==> config.mk <==
export PLATFORM = sky130hd
export DESIGN_NAME = debug_run_control
export DESIGN_NICKNAME = d
export VERILOG_FILES = /design/src/rtl/debug_run_control.sv
export SDC_FILE = /design/constraint.sdc
export NUM_CORES = 1
export LEC_CHECK = 0
export ABC_AREA = 1
export ABC_CLOCK_PERIOD_IN_PS = 13900
export CAP_MARGIN = 20
export CORE_MARGIN = 2
export CORE_UTILIZATION = 50
export DETAILED_ROUTE_END_ITERATION = 16
export GPL_TIMING_DRIVEN = 0
export PLACE_DENSITY = 0.74
export SLEW_MARGIN = 20
export SYNTH_ARGS = -nofsm -noshare
export SYNTH_HDL_FRONTEND = slang
export SYNTH_SLANG_ARGS = --single-unit
==> constraint.sdc <==
create_clock -name i_clk -period 13.9 [get_ports i_clk]
set_clock_uncertainty 0.2 [all_clocks]
set_input_delay 2.78 -clock i_clk [delete_from_list [all_inputs] [get_ports i_clk]]
set_output_delay 2.78 -clock i_clk [all_outputs]
set_load 0.005 [all_outputs]
==> src/rtl/debug_run_control.sv <==
// Run-control and state-dump unit: byte-stream commands drive the pipeline enable for
// free-run or N-cycle stepping, and after a stop the PC, cycle count and register file go out as bytes.
//
// state    | meaning
// ---------+----------------------------------------------------------
// IDLE     | waiting for a command byte
// GET_LO   | waiting for the low byte of the step count
// GET_HI   | waiting for the high byte of the step count
// RUN      | pipeline enabled until HALT reaches WB
// STEP     | pipeline enabled for the remaining step count
// DUMP_PC  | snapshot PC/counter, stream PC bytes
// DUMP_CYC | stream cycle counter bytes
// DUMP_REG | stream register file, one register per word
module debug_run_control #(
    parameter int LEN                  = 32,
    parameter int CANTIDAD_REGISTROS   = 32,
    parameter int NB_ADDRESS_REGISTROS = 5,
    parameter int NB_CYCLES            = 32,
    parameter int NB_STEP              = 16
) (
    input  logic                            i_clk,
    input  logic                            i_rst,
    input  logic [7:0]                      i_rx_data,
    input  logic                            i_rx_valid,
    output logic                            o_rx_ready,
    output logic [7:0]                      o_tx_data,
    output logic                            o_tx_valid,
    input  logic                            i_tx_ready,
    output logic                            o_pipe_enable,
    input  logic                            i_halt,
    input  logic [LEN-1:0]                  i_pc,
    output logic [NB_ADDRESS_REGISTROS-1:0] o_reg_addr,
    input  logic [LEN-1:0]                  i_reg_data,
    output logic                            o_halted,
    output logic                            o_busy
);

    localparam int NB_IDX = 8;
    localparam logic [NB_IDX-1:0] LAST_WORD_BYTE = NB_IDX'(LEN / 8 - 1);
    localparam logic [NB_IDX-1:0] LAST_CYC_BYTE  = NB_IDX'(NB_CYCLES / 8 - 1);
    localparam logic [NB_ADDRESS_REGISTROS-1:0] LAST_REG =
        NB_ADDRESS_REGISTROS'(CANTIDAD_REGISTROS - 1);

    localparam logic [7:0] CMD_RUN  = 8'h01;
    localparam logic [7:0] CMD_STEP = 8'h02;
    localparam logic [7:0] CMD_DUMP = 8'h03;

    typedef enum logic [2:0] {
        IDLE,
        GET_LO,
        GET_HI,
        RUN,
        STEP,
        DUMP_PC,
        DUMP_CYC,
        DUMP_REG
    } state_t;

    state_t                          state;
    logic                            rx_ready;
    logic                            tx_valid;
    logic [7:0]                      tx_data;
    logic                            pipe_enable;
    logic                            halted;
    logic [7:0]                      step_lo;
    logic [NB_STEP-1:0]              step_cnt;
    logic [NB_CYCLES-1:0]            cycle_cnt;
    logic [NB_CYCLES-1:0]            cyc_snap;
    logic [LEN-1:0]                  pc_snap;
    logic [NB_IDX-1:0]               byte_idx;
    logic [NB_ADDRESS_REGISTROS-1:0] reg_idx;

    logic                            rx_fire;
    logic                            tx_fire;
    logic [NB_IDX-1:0]               byte_next;
    logic [NB_STEP-1:0]              step_count_rx;

    assign rx_fire       = i_rx_valid & rx_ready;
    assign tx_fire       = tx_valid & i_tx_ready;
    assign byte_next     = byte_idx + NB_IDX'(1);
    assign step_count_rx = {i_rx_data, step_lo};

    function automatic logic [7:0] word_byte(input logic [LEN-1:0] w, input logic [NB_IDX-1:0] idx);
        logic [LEN-1:0] s;
        s = w >> {idx, 3'b000};
        return s[7:0];
    endfunction

    function automatic logic [7:0] cyc_byte(input logic [NB_CYCLES-1:0] w, input logic [NB_IDX-1:0] idx);
        logic [NB_CYCLES-1:0] s;
        s = w >> {idx, 3'b000};
        return s[7:0];
    endfunction

    always_ff @(posedge i_clk or posedge i_rst) begin
        if (i_rst) begin
            cycle_cnt <= '0;
        end else if (pipe_enable && (cycle_cnt != '1)) begin
            cycle_cnt <= cycle_cnt + NB_CYCLES'(1);
        end
    end

    // rx_ready is a register rather than a decode of state so it reads 0 while reset is held.
    always_ff @(posedge i_clk or posedge i_rst) begin
        if (i_rst) begin
            state       <= IDLE;
            rx_ready    <= 1'b0;
            tx_valid    <= 1'b0;
            tx_data     <= '0;
            pipe_enable <= 1'b0;
            halted      <= 1'b0;
            step_lo     <= '0;
            step_cnt    <= '0;
            cyc_snap    <= '0;
            pc_snap     <= '0;
            byte_idx    <= '0;
            reg_idx     <= '0;
        end else begin
            case (state)
                IDLE: begin
                    rx_ready <= 1'b1;
                    if (rx_fire) begin
                        if (i_rx_data == CMD_RUN && !halted) begin
                            state       <= RUN;
                            pipe_enable <= 1'b1;
                            rx_ready    <= 1'b0;
                        end else if (i_rx_data == CMD_STEP) begin
                            state <= GET_LO;
                        end else if (i_rx_data == CMD_DUMP) begin
                            state    <= DUMP_PC;
                            rx_ready <= 1'b0;
                        end
                    end
                end

                GET_LO: begin
                    if (rx_fire) begin
                        step_lo <= i_rx_data;
                        state   <= GET_HI;
                    end
                end

                GET_HI: begin
                    if (rx_fire) begin
                        rx_ready <= 1'b0;
                        if (halted || step_count_rx == '0) begin
                            state <= DUMP_PC;
                        end else begin
                            state       <= STEP;
                            step_cnt    <= step_count_rx;
                            pipe_enable <= 1'b1;
                        end
                    end
                end

                RUN: begin
                    if (i_halt) begin
                        halted      <= 1'b1;
                        pipe_enable <= 1'b0;
                        state       <= DUMP_PC;
                    end
                end

                STEP: begin
                    step_cnt <= step_cnt - NB_STEP'(1);
                    if (i_halt) begin
                        halted      <= 1'b1;
                        pipe_enable <= 1'b0;
                        state       <= DUMP_PC;
                    end else if (step_cnt == NB_STEP'(1)) begin
                        pipe_enable <= 1'b0;
                        state       <= DUMP_PC;
                    end
                end

                DUMP_PC: begin
                    // First cycle here: the counter already includes the last enabled cycle.
                    if (!tx_valid) begin
                        pc_snap  <= i_pc;
                        cyc_snap <= cycle_cnt;
                        tx_data  <= i_pc[7:0];
                        tx_valid <= 1'b1;
                        byte_idx <= '0;
                    end else if (tx_fire) begin
                        if (byte_idx == LAST_WORD_BYTE) begin
                            state    <= DUMP_CYC;
                            byte_idx <= '0;
                            tx_data  <= cyc_snap[7:0];
                        end else begin
                            byte_idx <= byte_next;
                            tx_data  <= word_byte(pc_snap, byte_next);
                        end
                    end
                end

                DUMP_CYC: begin
                    if (tx_fire) begin
                        if (byte_idx == LAST_CYC_BYTE) begin
                            state    <= DUMP_REG;
                            byte_idx <= '0;
                            reg_idx  <= '0;
                            tx_valid <= 1'b0;
                        end else begin
                            byte_idx <= byte_next;
                            tx_data  <= cyc_byte(cyc_snap, byte_next);
                        end
                    end
                end

                DUMP_REG: begin
                    // One idle cycle per register lets the regfile read settle on the new address.
                    if (!tx_valid) begin
                        tx_data  <= word_byte(i_reg_data, byte_idx);
                        tx_valid <= 1'b1;
                    end else if (tx_fire) begin
                        if (byte_idx != LAST_WORD_BYTE) begin
                            byte_idx <= byte_next;
                            tx_data  <= word_byte(i_reg_data, byte_next);
                        end else begin
                            byte_idx <= '0;
                            tx_valid <= 1'b0;
                            if (reg_idx == LAST_REG) begin
                                reg_idx  <= '0;
                                state    <= IDLE;
                                rx_ready <= 1'b1;
                            end else begin
                                reg_idx <= reg_idx + NB_ADDRESS_REGISTROS'(1);
                            end
                        end
                    end
                end

                default: begin
                    state <= IDLE;
                end
            endcase
        end
    end

    assign o_rx_ready    = rx_ready;
    assign o_tx_data     = tx_data;
    assign o_tx_valid    = tx_valid;
    assign o_pipe_enable = pipe_enable;
    assign o_halted      = halted;
    assign o_busy        = (state != IDLE);
    assign o_reg_addr    = (state == DUMP_REG) ? reg_idx : '0;

endmodule

Word-level counts from Yosys, hierarchy flattened --
Cells that the tools add are included.
Word-level totals: register bits 148, output and inout bits 18, logic and storage cells 155
Operators by class: $add $sub $neg 4, equality and inequality tests 36, shifts and indexed selects 4, multiplexer cells 71, bitwise logic cells 3, reduce and logical (&&, ||, !) cells 24
Operator list (number):
- $shr A32 B11 Y8 | 4
- $mux W8 | 14
- $mux W3 | 18
- $pmux W8 S3 | 2
- $mux W5 | 7
- $add A32 B1 Y32 const B | 1
- $mux W16 | 2
- $ne A2 B2 Y1 const B | 16
- $ne A32 B32 Y1 const B | 1
- $pmux W16 S2 | 1
- $eq A8 B2 Y1 const B | 3
- $pmux W3 S8 | 1
- $mux W1 | 22
- $reduce_and A6 Y1 | 3
- $eq A16 B1 Y1 const B | 1
- $logic_not A16 Y1 | 1
- $sub A16 B1 Y16 const B | 1
- $reduce_and A15 Y1 | 1
- $eq A3 B3 Y1 const B | 4
- $ne A3 B3 Y1 const B | 4
- $pmux W5 S2 | 1
- $reduce_and A3 Y1 | 3
- $reduce_bool A3 Y1 | 3
- $add A8 B1 Y8 const B | 1
- other kinds (20) | 27

Logic depth before layout (Yosys ltp) --
Gate-level depths: netlist of the first run.
word-level depth 6, mapped depth 12

Worst setup path after synthesis of the first run --
OpenSTA, ideal clock, no wires.
path kind input port to flip-flop, start point input port i_rx_data[2], end point register pipe_enable, in the netlist o_pipe_enable, arrival time 3.803 ns, setup slack 9.780 ns, stages on the path 8, cell sequence nor2_1 nand2_1 nor4_1 nor2_1 nor3_1 nand3_1 nand2_1 nand2_1
On the way: cells in the longest elaborated chain, start to end 4, elaborated cells on any way between the ends 7, classes of those cells 3 x eq/ne; 4 x reduce/logical
RTL lines:
- start, declared | RTL line 23 | input logic [7:0] i_rx_data,
- $logic_not A16 Y1 or $eq A8 B1 Y1 (tied branches) | RTL line 146, 123
- $logic_or A1 B1 Y1 or $logic_and A1 B1 Y1 (tied branches) | RTL line 146, 123
- $ne A2 B2 Y1 (no source line)
- $reduce_and A7 Y1 (no source line) (*)
- end signal, assigned | RTL line 151 | pipe_enable <= 1'b1;
- end signal, assigned | RTL line 159 | pipe_enable <= 1'b0;
- end signal, assigned | RTL line 168 | pipe_enable <= 1'b0;
- end, declared | RTL line 63 | logic pipe_enable;
Mark *: on every way between the ends. The rest lies on a longest branch, timed or not. A chain may end at the register's enable or synchronous reset.

Worst setup path after layout of the first run --
start point register state[2], end point output port o_reg_addr[0]
On the way: cells in the longest elaborated chain, start to end 2
RTL lines:
- start, declared | RTL line 59 | state_t state;
- start signal, assigned | RTL line 106 | state <= IDLE;
- start signal, assigned | RTL line 124 | state <= RUN;
- start signal, assigned | RTL line 128 | state <= GET_LO;
- $eq A3 B3 Y1 | RTL line 246 | assign o_reg_addr = (state == DUMP_REG) ? reg_idx : '0;
- $mux W5 | RTL line 246
- end, declared | RTL line 32 | output logic [NB_ADDRESS_REGISTROS-1:0] o_reg_addr,
Every way passes these cells.

==> results of run 1 <==
[metal layers]
metal,vias up,global-route usage
met5,-,0
li1,3928,-
met4,0,0.101
met2,255,0.408
met1,3786,0.359
met3,41,0.0450
[sequential cells by signal, summed over array words and instances, names as in the netlist, 3 cells and up]
name,cells
step_lo,8
cycle_cnt,32
byte_idx,8
step_cnt,16
reg_idx,5
o_tx_data,8
state,3
pc_snap,32
cyc_snap,32
[worst max-delay path, stage by stage (launching register included)]
cell and delay, ns:
dfrtp_1 0.31, buf_2 0.19, nand2_1 0.14, nor2_4 0.18, inv_1 0.12, buf_6 0.16, nor2_1 0.08, clkdlybuf4s50_1 0.50
[kinds of logic after synthesis]
kind of cell / count (synthesis) / share of synthesized area
AO/OA/AOI/OAI: 235 / 0.147
XOR/XNOR: 32 / 0.0329
adder cells (fa/ha/maj): 6 / 0.00881
buffers and inverters: 161 / 0.0766
flip-flops: 148 / 0.434
multiplexers: 33 / 0.0436
AND/OR/NAND/NOR: 503 / 0.256
[layout make-up]
class / instances / area, sq um / share of cell area
tap: 220 / 275 / 0.0266
buffer: 41 / 200 / 0.0194
timing repair buffer: 95 / 968 / 0.0937
sequential: 148 / 3700 / 0.358
inverter: 120 / 460 / 0.0445
clock inverter: 11 / 104 / 0.0100
clock buffer: 21 / 460 / 0.0445
multi-input combinational: 809 / 4170 / 0.403
[Yosys cell counts, types with 3 or more instances]
library cell	count
a21oi_1	48
buf_2	19
clkbuf_1	17
dfrtp_1	148
ha_1	6
inv_1	107
inv_2	10
mux2_2	33
nand2_1	254
nand2_2	3
nand3_1	37
nand4_1	21
nor2_1	111
nor2_2	4
nor3_1	38
nor4_1	8
o211ai_1	17
o21ai_0	139
o21ai_1	8
o22ai_1	17
or2_2	16
xor2_1	31
[final timing paths]
check | start | endpoint | slack [ns] | cells after the start
setup / recovery | state[2] | o_reg_addr[0] | 8.80 | 7
hold reg to reg | cyc_snap[31] | cyc_snap[31] | 0.28 | 2
min in group asynchronous | i_rst | cycle_cnt[16] | 2.57 | 2
max in group asynchronous | i_rst | state[1] | 10.19 | 3
setup reg to reg | byte_idx[1] | o_tx_data[4] | 11.26 | 11
hold / removal | cyc_snap[31] | cyc_snap[31] | 0.28 | 2
[power by group through the flow]
stage / Combinational [mW] / Sequential, mW / Clock [mW]
floorplan: 0.661 / 0.629 / 0
global placement: 0.903 / 0.650 / 0
detailed placement: 0.921 / 0.653 / 0
CTS: 0.928 / 0.647 / 0.448
global route: 1.05 / 0.666 / 0.467
finish: 0.934 / 0.650 / 0.447
[stage by stage]
step	utilization	cells	hold WS [ns]	instance area, sq um
after floorplan	-	1118	0.248	8520
after global placement	0.585	1432	0.260	9740
after detailed placement	0.587	1433	0.268	9780
after CTS	0.621	1465	0.283	10300
after global routing	0.621	1465	0.307	10300
final	0.621	1465	0.280	10300
==> metrics, run 1 <==
Mapped Cells ~1.1k; wire length per cell around 16 um; met3 WL post-DR around 1400 um; Final Hold Fails 0; DP Worst Slack slightly above 9 ns; Worst slew margin 0.545; die area ~0.018 sq mm; dpl hpwl roughly 17000 um; sequential share of power 0.320; hold crit path type flip-flop to flip-flop; commonest cells after routing, fill and taps aside 254 x nand2_1, 148 x dfrtp_1, 139 x o21ai_0; Synthesized Nets 1201; largest net degree at the start of global routing 82; number of enable flip-flop cells after synthesis 0; Critical Path RT ~11 ns; Setup Buffers After CTS 0; Bufs on Longest Clock Path 2; gr ovfl total 0; I/O Buffers 94; Worst-Margin Slew between 0.6 and 0.7 ns; Net Sw Power between 800 and 900 uW; Yosys top cell area share 0.434; Vias ~8.0k; Core Area between 0.015 and 0.02 sq mm; vias in the first global route between 7k and 8k; Critical Path AT 2.12 ns; Worst Setup Start Kind flip-flop; total CTS buffers 17; CTS tree done; Final WS setup about 8.8 ns; pwr dens between 150 and 200 mW/mm^2; Setup violations, final 0; combinational share of power 0.460; most common flop cell mapped by yosys dfrtp_1; Ys Warns 0; Antenna diodes 0; clock power share 0.220; period utilization 0.367; die width between 100 and 150 um; Total Power slightly above 2 mW; cts repair resizes 0; Detailed Route WL ~23000 um; Post-Syn Area around 0.0085 sq mm; met1 WL 10500 um; CP max FO 10; RSZ-0062 raised after global routing false; Tmin final between 5 and 6 ns; Worst VDD drop 105 uV; most common cell after layout, fill and taps aside nand2_1; Slew Viols, Final 0; Setup crit end kind output pin; register area share after synthesis 0.434; num rows 47; DR pass1 iterations 5; Yosys top cell by area dfrtp_1; fillers 1493; clk sinks approximately 150; IO Count 95; outcome finished clean; global-route wire length before repair ~37000 um; clk_lat worst skew between 0.4 and 0.5 ns; residual DRC count 0; H-Tree Depth 4; Initial Utilization 0.512; DR vias/cell 5.47; clock root cell clkbuf_16; antenna violations before repair 0; Synth Register Bits roughly 150; hold_buf cts 0; DR WL met2 between 10000 and 15000 um; GRT Overall Usage 0.259; max frequency between 150 and 200 MHz; GP Congestion between 0.9 and 1; setup TNS 0 ns; fraction of layout instances using a drive strength above 1 0.105; static leakage 4.52 nW; Net Sw Frac 0.423; Max Cap Viol 0; Yosys cell types 41; topmost layer with routed signal wires met4; Post-layout nets 1315; Syn Area/Cell approximately 7.6 sq um; ys async rst share 1.00; largest cells by area after synthesis dfrtp_1 43%, nand2_1 11%, o21ai_0 8.2%; clock transition at the registers of the reported paths ~0.060 ns; Setup CP Type flip-flop to output pin; post-route ant nets 0; drt initial violations roughly 600; area growth from synthesis to layout 21.3%; die height around 130 um; Pint between 1 and 1.5 mW
Power figures use the tool's default switching activity.
==> run 2, diff against run 1 <==
Settings changed: ABC_CLOCK_PERIOD_IN_PS 13900 to 5200.
Clock period 13.9 ns to 5.2 ns, I/O delays scaled along.
==> metrics, run 2 (same netlist as run 1, synthesis figures left out) <==
setup TNS 0 ns; Worst-Margin Slew approximately 0.68 ns; pwr dens ~530 mW/mm^2; r2r setup slk between 2 and 3 ns; final core occ 0.629; Setup Buffers After CTS 0; most common cell after layout, fill and taps aside nand2_1; Non-Filler Instances between 1k and 1.5k; CP max stage delay roughly 0.51 ns; Setup CP Type flip-flop to output pin; worst hold start step_lo[6]; num rows 47; Setup crit end kind output pin; static leakage between 4 and 5 nW; total CTS buffers 17; cts repair resizes 0; CP Launch Point state[2]; Post-layout nets about 1.3k; IO Count 95; Tmin final 3.37 ns; global-route wire length before repair between 30000 and 40000 um; clock root cell clkbuf_16; Setup violations, final 0; fillers 1471; DR pass1 iterations 5; RSZ-0062 raised after global routing false; Core Area approximately 0.017 sq mm; reg-to-reg endpoint o_tx_data[5]; clk sinks about 150; Bufs on Longest Clock Path 2; antenna violations before repair 0; R2R cell count 11; max frequency a little under 300 MHz; clock transition at the registers of the reported paths roughly 0.060 ns; drt initial violations 631; Detailed Route WL about 23000 um; vias in the first global route between 7k and 8k; period utilization 0.647; crit path to o_reg_addr[0]; die width 135 um; H-Tree Depth 4; Vias ~8.1k; largest net degree at the start of global routing 31; hold_buf cts 0; post-route ant nets 0; Top Registers cyc_snap x32, cycle_cnt x32, pc_snap x32; Critical Path RT slightly below 4 ns; Slew Viols, Final 0; clk_lat worst skew 0.42 ns; Antenna diodes 0; Final Hold Fails 0; fraction of layout instances using a drive strength above 1 0.109; GRT Overall Usage 0.262; die height approximately 130 um; CP max-delay cell clkdlybuf4s50_1; Worst Setup Start Kind flip-flop; Critical Path AT between 2 and 2.5 ns; I/O Buffers 94; commonest cells after routing, fill and taps aside 254 x nand2_1, 148 x dfrtp_1, 139 x o21ai_0; Worst VDD drop between 200 and 300 uV; Worst slew margin 0.545; area growth from synthesis to layout 22.7%; # placed instances 1437; reg-to-reg startpoint byte_idx[1]; hold crit path type flip-flop to flip-flop; CTS tree done; CP max FO 10; residual DRC count 0; outcome finished clean; Cell Chain, Critical Path buf_2, nand2_1, nor2_4, inv_1, buf_6, nor2_1, clkdlybuf4s50_1; Initial Utilization 0.512; Max Cap Viol 0; DP Worst Slack 2.04 ns; Final WS setup around 1.8 ns; dpl hpwl between 15000 and 20000 um; die area ~0.018 sq mm; GP Congestion approximately 0.96; DR vias/cell 5.50; wire length per cell 15.7 um; gr ovfl total 0
[run 2: power breakdown]
part           total (mW)  internal (mW)  switching (mW)
sequential           1.74           1.49           0.250
clock                1.28          0.780           0.501
combinational        2.51          0.963            1.55
[run 2: worst min-delay path by stage]
stage	slack (ns)	cells after the start	endpoint
2_1_floorplan	0.25	2	cyc_snap[31]
3_3_place_gp	0.26	2	cyc_snap[14]
3_5_place_dp	0.27	2	cyc_snap[15]
4_1_cts	0.29	2	cyc_snap[15]
5_1_grt	0.30	2	cyc_snap[22]
6_report	0.29	2	step_lo[6]
[run 2: stage by stage]
| step | instance area (sq um) | power [mW] | hold WS, ns |
|---|---|---|---|
| after CTS | 10500 | 5.52 | 0.287 |
| after global placement | 9740 | 4.15 | 0.262 |
| after global routing | 10500 | 5.93 | 0.296 |
| after detailed placement | 9850 | 4.22 | 0.272 |
| final | 10500 | 5.53 | 0.287 |
| after floorplan | 8530 | 3.45 | 0.248 |
[run 2: worst max-delay path, delay by kind of cell, from the launching register on]
| kind | cells | cell delay (ns) |
|---|---|---|
| flops | 1 | 0.32 |
| simple gates | 3 | 0.40 |
| buf+inv | 4 | 0.98 |
[run 2: routing by layer]
| metal | GRT usage | share of wire | up-vias |
|---|---|---|---|
| met5 | 0 | 0 | - |
| met4 | 0.0731 | 0.014 | 0 |
| met3 | 0.0454 | 0.061 | 35 |
| met2 | 0.432 | 0.47 | 280 |
| met1 | 0.359 | 0.45 | 3818 |
| li1 | - | - | 3945 |
[run 2: layout make-up]
class	instances	area [sq um]	area share
Multi-Input combinational cell	809	4170	0.398
Sequential cell	148	3700	0.354
Timing Repair Buffer	99	1050	0.100
Clock buffer	20	457	0.0436
Inverter	120	457	0.0436
Tap cell	220	275	0.0263
Buffer	41	200	0.0191
Clock inverter	12	154	0.0147
==> run 3, diff against run 2 <==
Settings changed: ABC_CLOCK_PERIOD_IN_PS 5200 to 2800, PLACE_DENSITY 0.74 to 0.77.
Clock period 5.2 ns to 2.8 ns, I/O delays scaled along.
==> metrics, run 3 (same netlist as run 1, synthesis figures left out) <==
reg-to-reg startpoint byte_idx[1]; largest net degree at the start of global routing 34; dpl hpwl approximately 17000 um; Setup crit end kind output pin; hold crit path type primary input to async pin; Antenna diodes 0; I/O Buffers between 90 and 100; Critical Path AT about 2.0 ns; CP max stage delay between 0.5 and 0.6 ns; Detailed Route WL roughly 23000 um; CP max FO 10; Worst VDD drop around 480 uV; pwr dens just under 1000 mW/mm^2; fraction of layout instances using a drive strength above 1 0.112; GRT Overall Usage 0.258; Worst Setup Start Kind flip-flop; outcome finished clean; residual DRC count 0; area growth from synthesis to layout 23.2%; GP Congestion just over 0.9; num rows 47; clock transition at the registers of the reported paths roughly 0.06 ns; Worst slew margin 0.604; vias in the first global route 7728; clk_lat worst skew around 0.42 ns; DR pass1 iterations 6; wire length per cell between 15 and 20 um; H-Tree Depth 4; global-route wire length before repair ~37000 um; Cell Chain, Critical Path buf_4, nand2_2, nor2_4, inv_1, buf_6, nor2_1, clkdlybuf4s50_1; reg-to-reg endpoint o_tx_data[4]; DR vias/cell around 5.5; die width about 130 um; Critical Path RT just over 2 ns; Core Area approximately 0.017 sq mm; total CTS buffers 17; clk sinks between 100 and 150; post-route ant nets 0; R2R cell count 9; Buf+Inv Stages, Crit Path 4; commonest cells after routing, fill and taps aside 253 x nand2_1, 147 x dfrtp_1, 139 x o21ai_0; drt initial violations 715; antenna violations before repair 0; period utilization 0.971; Vias 8108; Post-layout nets 1320; most common cell after layout, fill and taps aside nand2_1; clock root cell clkbuf_16; Initial Utilization 0.512; Post-DP Area between 0.009 and 0.01 sq mm; Setup CP Type flip-flop to output pin; die area roughly 0.018 sq mm; die height between 100 and 150 um; design area around 0.011 sq mm; Final Hold Fails 0; IO Count 95; Non-Filler Instances 1470; Tmin final between 2 and 3 ns; Top Registers cyc_snap x32, cycle_cnt x32, pc_snap x32; gr ovfl total 0; Setup violations, final 0; CP Launch Point state[2]; # placed instances 1437; r2r setup slk around 0.25 ns; CP max-delay cell clkdlybuf4s50_1; Slew Viols, Final 0; final core occ 0.631; Bufs on Longest Clock Path 2; max frequency 368 MHz; Largest delay share family, worst path buffers and inverters; static leakage approximately 4.7 nW; CTS tree done; hold_buf cts 0; Max Cap Viol 0; Worst-Margin Slew between 0.5 and 0.6 ns; WHS about 0.26 ns
-- run 3: cell count changes in the layout (fill, tap and decap cells not counted), sizes merged --
cell           delta
clkdlybuf4s50     -4
dlymetal6s2s      +4
buf               +1
clkbuf            +1
clkinvlp          -1
-- run 3: how the worst max path moves through the flow --
stage | cells past startpoint | end
2_1_floorplan | 1 | byte_idx[0]
3_3_place_gp | 2 | pc_snap[31]
3_5_place_dp | 9 | o_pipe_enable
4_1_cts | 7 | o_reg_addr[2]
5_1_grt | 7 | o_reg_addr[1]
6_report | 7 | o_reg_addr[1]
-- run 3: layer usage --
metal	wire length, um	track usage	vias up	share of wire
met5	0	0	-	0
met4	268	0.0684	0	0.012
met3	1370	0.0522	21	0.060
met2	10900	0.429	291	0.48
met1	10300	0.346	3842	0.45
li1	-	-	3954	-
-- run 3: what timing repair did --
| item | CTS | global route |
|---|---|---|
| setup buffers | 1 | 0 |
| pin swaps | 1 | 0 |
| setup endpoints to repair | 5 | 7 |
| resized for setup | 2 | 6 |
-- run 3: cell type report --
cell class / instances / area (sq um)
Timing Repair Buffer: 100 / 1070
Inverter: 120 / 457
Tap cell: 220 / 275
Buffer: 41 / 203
Fill cell: 1456 / 6140
Clock buffer: 21 / 470
Multi-Input combinational cell: 809 / 4170
Sequential cell: 148 / 3700
Clock inverter: 11 / 150
-- run 3: report_power, final --
group	switching [mW]	internal, mW
sequential	0.466	2.77
clock	0.904	1.48
combinational	2.88	1.80
-- run 3: through the flow --
step	total power [mW]	worst slack (ns)	setup TNS, ns
after floorplan	6.40	0.179	0
after global placement	7.69	-1.15	-169.06
after detailed placement	7.83	0.155	0
after CTS	10.3	0.0407	0
after global routing	11.0	-0.00702	-0.00702
final	10.3	0.0818	0
==> RTL edit: new RTL, flow settings as in run 3 <==
Make the reset (`i_rst`) synchronous in 2 clocked blocks.
--- a/src/rtl/debug_run_control.sv
+++ b/src/rtl/debug_run_control.sv
@@ -94,3 +94,3 @@
 
-    always_ff @(posedge i_clk or posedge i_rst) begin
+    always_ff @(posedge i_clk) begin
         if (i_rst) begin
@@ -103,3 +103,3 @@
     // rx_ready is a register rather than a decode of state so it reads 0 while reset is held.
-    always_ff @(posedge i_clk or posedge i_rst) begin
+    always_ff @(posedge i_clk) begin
         if (i_rst) begin
Formal check against the unedited RTL: differs if i_rst is asserted again (counterexample within 4 cycles, from zero or initial values and one cycle with i_rst high); with i_rst held inactive, the same outputs for 10 cycles.
==> RTL edit against run 3 <==
Design area about the same; critical path type unchanged; global-route usage up 3.1 points; critical endpoint is now o_reg_addr[0]; setup slack better by 0.019 ns; synthesized area up 2.0%; wire length up 17%; sequential share of layout area down 7.1 points; sequential cell count unchanged.
Power is not compared: it rests on default switching activity, and its combinational part moved more than twofold at a synthesized area within 25%.
==> RTL edit: results (changes against run 3) <==
status:
  status: "finished clean"
final_layout:
  buf_share_pct: 12.1  # about the same
  fin_nets: 1575  # +19%
  num-clock-buffers: 20  # -4.8%
  seq_share_pct: 28.2  # -7.1 points
  buffers: 156  # +11%
  multi_input_gates: 1002  # +24%
  final_cells: 1730  # +18%
  final_core_util_pct: 61.2  # -1.9 points
  drive_gt1_share_pct: 8.17  # -3.0 points
  final-clk-cell-share_pct: 5.50  # -0.41 points
  diodes: 0  # unchanged
  finish.instance_area_sq_um: 10500  # about the same
  nFillCells: 1665  # +14%
  multi_input_area_sq_um: 4780  # +15%
cts:
  tritoncts.num_buffers: 17  # unchanged
  clockBufferDepth: 2  # unchanged
yosys:
  synth_cell_types: 46  # +12%
  ys_async_sr_fraction_pct: 0  # -100 points
  seq_area_frac_synth_pct: 34.1  # -9.4 points
  synth_top_cells_by_count: "nand2_1 (319), nor2_1 (192), dfxtp_1 (148), inv_1 (148), a21oi_1 (136)"
  synthesis.nets: 1462  # +22%
  avgSynthCellArea_sq_um: 6.31  # -17%
  synth_area_leaders: "dfxtp_1 (34%), nand2_1 (14%), nor2_1 (8.3%)"
  synthFlopType: "dfxtp_1"
route:
  post-route-drc-count: 0  # unchanged
  wl_met2_um: 11700  # +6.9%
  num_vias: 9381  # +16%
  wl_met3_um: 2270  # +65%
  first_pass_iters: 7  # +1
  m1WireLength_um: 12300  # +20%
  wl_per_cell_um: 15.5  # -0.30%
sta:
  worst_pin_slew_ns: 0.861  # +0.267 ns
  holdWs_ns: 0.254  # -0.00819 ns
  final.min_clock_period_ns: 2.70  # -0.0186 ns
place:
  dp_worst_setup_slack_ns: 0.0142  # -0.140 ns
  gp_routability_congestion: 0.957  # +2.8%
critical_path:
  crit_end: "o_reg_addr[0]"
  timing.rr.start: "byte_idx[1]"
  worst-endpoint-arrival_ns: 1.94  # -0.02 ns
  rr_worst_depth: 11  # +2
  startpoint: "state[2]"
  rrSetupSlack_ns: 0.46  # +0.21 ns
pwr:
  power_uw: 4880
grt:
  grt_max_degree: 17  # -50%
  grt_pass1_vias: 8168  # +5.7%
  grt_pass1_wl_um: 41900  # +12%
worst_hold_path:
  hold_class: "register to register"
-- RTL edit: what timing repair did --
| action | in CTS | in global routing |
|---|---|---|
| hold buffers | 0 | 0 |
| setup buffers | 0 | 0 |
| resized for setup | 0 | 4 |
| setup endpoints to repair | 0 | 5 |
-- RTL edit: routing by layer --
metal  vias to the layer above  track usage, %
met3                        39            4.62
li1                       4690               -
met1                      4275            41.4
met5                         -               0
met4                         0            9.55
met2                       377            44.4
-- RTL edit: cell families (layout without fill, tap and decap cells) --
family | Yosys count | in the layout | share of synthesized area, %
XOR/XNOR | 26 | 26 | 2.62
buffers and inverters | 229 | 355 | 10.9
adder cells (fa/ha/maj) | 6 | 6 | 0.863
flip-flops | 148 | 148 | 34.1
AO/OA/AOI/OAI | 296 | 296 | 18.1
AND/OR/NAND/NOR | 674 | 674 | 33.4
